`src/rtl/twos_complement_seq.sv`:
```
// Digit-serial two's-complement converter: pass, negate, abs, neg-abs.
// Optional saturation on overflow: define TWOS_COMPLEMENT_SATURATE_EN.
module twos_complement_seq #(
    parameter int WIDTH = 8,
    parameter int DIGIT = 1
) (
    input  logic             CLK,
    input  logic             RESET,
    input  logic             START,
    input  logic [1:0]       MODE,
    input  logic [WIDTH-1:0] DATA_IN,
    output logic [WIDTH-1:0] DATA_OUT,
    output logic             BUSY,
    output logic             DONE,
    output logic             OVERFLOW
);

    localparam int K  = WIDTH / DIGIT;
    localparam int CW = $clog2(K + 1);

    localparam logic [WIDTH-1:0] MIN = {1'b1, {(WIDTH-1){1'b0}}};
    localparam logic [WIDTH-1:0] MAX = ~MIN;

    typedef enum logic {
        IDLE,
        RUN
    } state_t;

    state_t state;
    state_t state_next;

    logic [WIDTH-1:0] opnd;
    logic [WIDTH-1:0] res;
    logic [WIDTH-1:0] res_next;
    logic [CW-1:0]    cnt;
    logic             inv;
    logic             carry;
    logic             ovf_pend;
    logic             cap_inv;
    logic             accept;
    logic             finish;
    logic             last;
    logic [DIGIT-1:0] chunk;
    logic [DIGIT:0]   sum;

    assign BUSY = (state == RUN);

    // Invert enable chosen from the mode and operand sign at capture.
    always_comb begin
        cap_inv = 1'b0;
        unique case (MODE)
            2'b00: cap_inv = 1'b0;
            2'b01: cap_inv = 1'b1;
            2'b10: cap_inv = DATA_IN[WIDTH-1];
            2'b11: cap_inv = ~DATA_IN[WIDTH-1];
            default: cap_inv = 1'b0;
        endcase
    end

    // One invert-plus-carry digit step; result fills from the top down.
    always_comb begin
        chunk    = opnd[DIGIT-1:0];
        sum      = {1'b0, chunk ^ {DIGIT{inv}}} + (DIGIT+1)'(carry);
        res_next = (res >> DIGIT)
                 | (WIDTH'(sum[DIGIT-1:0]) << (WIDTH - DIGIT));
        last     = (cnt == CW'(K - 1));
    end

    // State register.
    always_ff @(posedge CLK or posedge RESET) begin
        if (RESET) state <= IDLE;
        else       state <= state_next;
    end

    // Next-state logic and capture/finish strobes.
    always_comb begin
        state_next = state;
        accept     = 1'b0;
        finish     = 1'b0;
        unique case (state)
            IDLE: begin
                if (START) begin
                    accept     = 1'b1;
                    state_next = RUN;
                end
            end
            RUN: begin
                if (last) begin
                    finish     = 1'b1;
                    state_next = IDLE;
                end
            end
            default: state_next = IDLE;
        endcase
    end

    // Operand capture, serial datapath and registered outputs.
    always_ff @(posedge CLK or posedge RESET) begin
        if (RESET) begin
            opnd     <= '0;
            res      <= '0;
            cnt      <= '0;
            inv      <= 1'b0;
            carry    <= 1'b0;
            ovf_pend <= 1'b0;
            DATA_OUT <= '0;
            DONE     <= 1'b0;
            OVERFLOW <= 1'b0;
        end else begin
            DONE <= finish;
            if (accept) begin
                opnd     <= DATA_IN;
                res      <= '0;
                cnt      <= '0;
                inv      <= cap_inv;
                carry    <= cap_inv;
                ovf_pend <= cap_inv && (DATA_IN == MIN);
            end else if (state == RUN) begin
                opnd  <= opnd >> DIGIT;
                res   <= res_next;
                carry <= sum[DIGIT];
                cnt   <= cnt + 1'b1;
                if (finish) begin
                    OVERFLOW <= ovf_pend;
`ifdef TWOS_COMPLEMENT_SATURATE_EN
                    DATA_OUT <= ovf_pend ? MAX : res_next;
`else
                    DATA_OUT <= res_next;
`endif
                end
            end
        end
    end

endmodule

```
`config.mk`:
```
export PLATFORM = sky130hd
export DESIGN_NAME = twos_complement_seq
export DESIGN_NICKNAME = d
export VERILOG_FILES = /design/src/rtl/twos_complement_seq.sv
export SDC_FILE = /design/constraint.sdc
export NUM_CORES = 1
export LEC_CHECK = 0
export CORE_ASPECT_RATIO = 1.2
export CORE_MARGIN = 2
export CORE_UTILIZATION = 51
export CTS_BUF_LIST = sky130_fd_sc_hd__clkbuf_4 sky130_fd_sc_hd__clkbuf_8 sky130_fd_sc_hd__clkbuf_16
export CTS_CLUSTER_SIZE = 14
export DETAILED_ROUTE_END_ITERATION = 7
export PLACE_DENSITY = 0.86
export SETUP_SLACK_MARGIN = 0.15
export SKIP_CTS_REPAIR_TIMING = 1
export SKIP_LAST_GASP = 1
export SLEW_MARGIN = 30
export SYNTH_ARGS = -nofsm -noshare
export SYNTH_HDL_FRONTEND = slang
export SYNTH_SLANG_ARGS = --single-unit
```
`constraint.sdc`:
```
create_clock -name CLK -period 1.6 [get_ports CLK]
set_clock_uncertainty 0.15 [all_clocks]
set_input_delay 0.24 -clock CLK [delete_from_list [all_inputs] [get_ports CLK]]
set_output_delay 0.24 -clock CLK [all_outputs]
set_load 0.01 [all_outputs]
```
==> flow_summary_export.csv <==
group,metric,value,unit
synthesis,synth_seq_area_share,57.2,%
critical_path,slowest_delay,400,ps
timing,worst_slack,143,ps
run,drv_cap,0,
critical_path,endpoint_kind,"flip-flop",
clock_network,clk_pin_slew_worst_paths,100,ps
critical_path,cp_top_family,"flip-flops",
cells_and_area,layout_common_cells,"33 x dfrtp_1, 18 x nand2_1, 15 x o21ai_0, 12 x clkdlybuf4s50_1, 11 x dlymetal6s2s_1",
synthesis,synthSimpleGateAreaFrac,14.8,%
timing,finalSetupViolCount,0,
placement,hpwl,1790,um
timing,relSlewSlack,79.5,%
cells_and_area,n_fill_cell,226,
floorplanning,core.rowCount,21,
cells_and_area,postLayoutCoreUtil,68.6,%
timing,rsz0062_at_grt,"yes",
cells_and_area,seqCellArea,826,um^2
cells_and_area,layout-area-overhead-vs-synth,30.0,%
synthesis,yosys.area.top_type,"dfrtp_1",
global_route,overflow,0,
critical_path,criticalPathCategory,"reg2reg",
critical_path,crit_chain,"ha_2, nand3_4, buf_12, mux2_2",
synthesis,netlist.area_leader.share,57.2,%
drt,post_drt_via_cell_ratio,5.33,
synthesis,synth_xor_area_share,1.21,%
timing,tightest_slew,307,ps
floorplanning,die_y,62.3,um
synthesis,synth.mux.area_fraction,13.4,%
floorplanning,die_area,3270,um^2
clock_network,clock-sinks,33,
clock_network,cts_max_level,2,
min_path,min-delay-path-class,"in2async",
timing,drv_slew,0,
critical_path,crit_path_start_kind,"flip-flop",
drt,dr.pass1.iters,4,
drt,drt_wl_total,2590,um
placement,globalplace.congestion,0.782,
placement,portBuffers,23,
critical_path,critPathMaxFanout,7,
synthesis,synth.distinct_cells,26,
drt,drt_iter0_drc,15,
timing,fmax,686,MHz
drt,postRouteAntennaNets,0,
cells_and_area,drive_above_1_share,20.4,%
placement,preCtsSetupSlack,-29.3,ps
placement,place_inst,180,
critical_path,critPathBufInv,1,
cells_and_area,instances_no_fill,191,
synthesis,syn_nets,139,
floorplanning,core_area,2730,um^2
clock_network,clk_path_buf_depth,2,
clock_network,cts_root_buf,"clkbuf_4",
clock_network,clkLatencyLatePin,330,ps
global_route,grt_pass1_vias,1016,
cells_and_area,final_nets,172,
drt,remaining_drc_errors,0,
global_route,grt_start_max_net_pins,38,
synthesis,synthTopCellsByArea,"dfrtp_1 57%, mux2_2 7.8%, mux2i_1 5.6%, o21ai_0 5.2%, nand2_1 4.7%",
drt,route.detailed.wl_per_inst,13.6,um
floorplanning,ios,24,
clock_network,cts_buffers,5,
floorplanning,fp.dieW,52.6,um
power_and_ir_drop,peakVddDrop,0.883,mV
synthesis,synth_top_family_by_area,"simple AND/OR/NAND/NOR gates",
cells_and_area,multi_input_area,587,um^2
synthesis,yosysWarnings,0,
critical_path,worstPathRequired,1670,ps
cells_and_area,antenna_cells,0,
synthesis,synth-compound-area-share,8.76,%
floorplanning,start_util,52.8,%
synthesis,synth_adder_area_share,1.73,%
clock_network,cts_tree,"built",
drt,route.vias.total,1018,
critical_path,worst_ep_arrival_time,1530,ps
synthesis,ys_seq_elements,33,
power_and_ir_drop,cellLeakagePower,1.01,nW
power_and_ir_drop,powerDensity,1620,nW/um^2
timing,period_share,91.1,%
global_route,grt_pass1_wl,4360,um
global_route,antenna_found_initial,0,
run_status,status,"finished clean",
timing,period_minus_slack,1460,ps
synthesis,avgSynthCellArea,11.6,um^2
synthesis,syn_area,1440,um^2
power_and_ir_drop,finalPower,3.04,mW
cells_and_area,layout_commonest_cell,"dfrtp_1",
critical_path,crit_slowest_cell,"dfrtp_1",
global_route,globalRouteTotalUtil,18.7,%
timing,hold_viol,0,
synthesis,synthCells,124,
==> tightest hold or removal path: stages <==
cell and delay [ps]:
clkdlybuf4s50_1 400, inv_1 90, buf_12 210
==> cell usage after synthesis, drive strengths merged <==
| master | count |
|---|---|
| dfrtp | 33 |
| nand2 | 18 |
| o21ai | 15 |
| mux2 | 10 |
| nand2b | 9 |
| mux2i | 8 |
| buf | 5 |
| nand3 | 4 |
| nor2 | 4 |
| a22o | 2 |
| ha | 2 |
| inv | 2 |
| xor2 | 2 |
| a21bo | 1 |
| a21o | 1 |
| a311oi | 1 |
| and2 | 1 |
| clkbuf | 1 |
| nand3b | 1 |
| nor2b | 1 |
| nor4 | 1 |
| nor4b | 1 |
| o31ai | 1 |
==> flip-flops by register name (all words and copies together), names as in the netlist, 4 cells and up <==
signal / flops
DATA_OUT: 8
opnd: 8
res: 7
cnt: 4
==> path summary, 6_finish.rpt <==
path | from | to | slack [ps] | cells after the start
max | cnt[1] | DATA_OUT[0] | 140 | 4
min | RESET | res[7] | 100 | 3
max reg2reg | cnt[1] | DATA_OUT[0] | 140 | 4
min reg2reg | opnd[2] | opnd[1] | 340 | 2
max in group asynchronous | RESET | opnd[1] | 1030 | 3
min in group CLK | opnd[2] | opnd[1] | 340 | 2
==> through the flow <==
step	hold WS (ps)	cell area, um^2	TNS, ps
after floorplan	219	1440	0
after global placement	320	1730	-113
after detailed placement	328	1730	-82.6
after CTS	92.0	1790	-344
after global routing	134	1880	0
final	98.4	1880	0
==> metal layers <==
metal  wire length (um)  GRT usage [%]  up-vias
met4                 74           12.5        0
met3                 94           5.05        8
met2               1390           30.5       20
met1               1040           20.4      500
li1                   -              -      490
met5                  0              0        -
==> area by class of cell <==
type | instances | share of cell area, %
Clock buffer | 7 | 3.14
Inverter | 2 | 0.400
Multi-Input combinational cell | 83 | 31.3
Sequential cell | 33 | 44.0
Tap cell | 34 | 2.27
Timing Repair Buffer | 32 | 18.9
==> logic make-up (layout without fill, tap and decap cells) <==
group | after synthesis | after routing
and+or+nand+nor | 40 | 40
DFF | 33 | 33
AOI/OAI and AO/OA | 21 | 21
muxes | 18 | 18
buffers and inverters | 8 | 41
adders and majority gates | 2 | 2
xor gates and xnor gates | 2 | 2
==> power by group <==
part	internal (mW)	leakage, nW	switching [mW]
clock	0.224	0.0348	0.260
combinational	0.650	0.554	0.542
sequential	1.15	0.426	0.211
total	2.03	1.01	1.01
(Power assumes the default switching activity.)
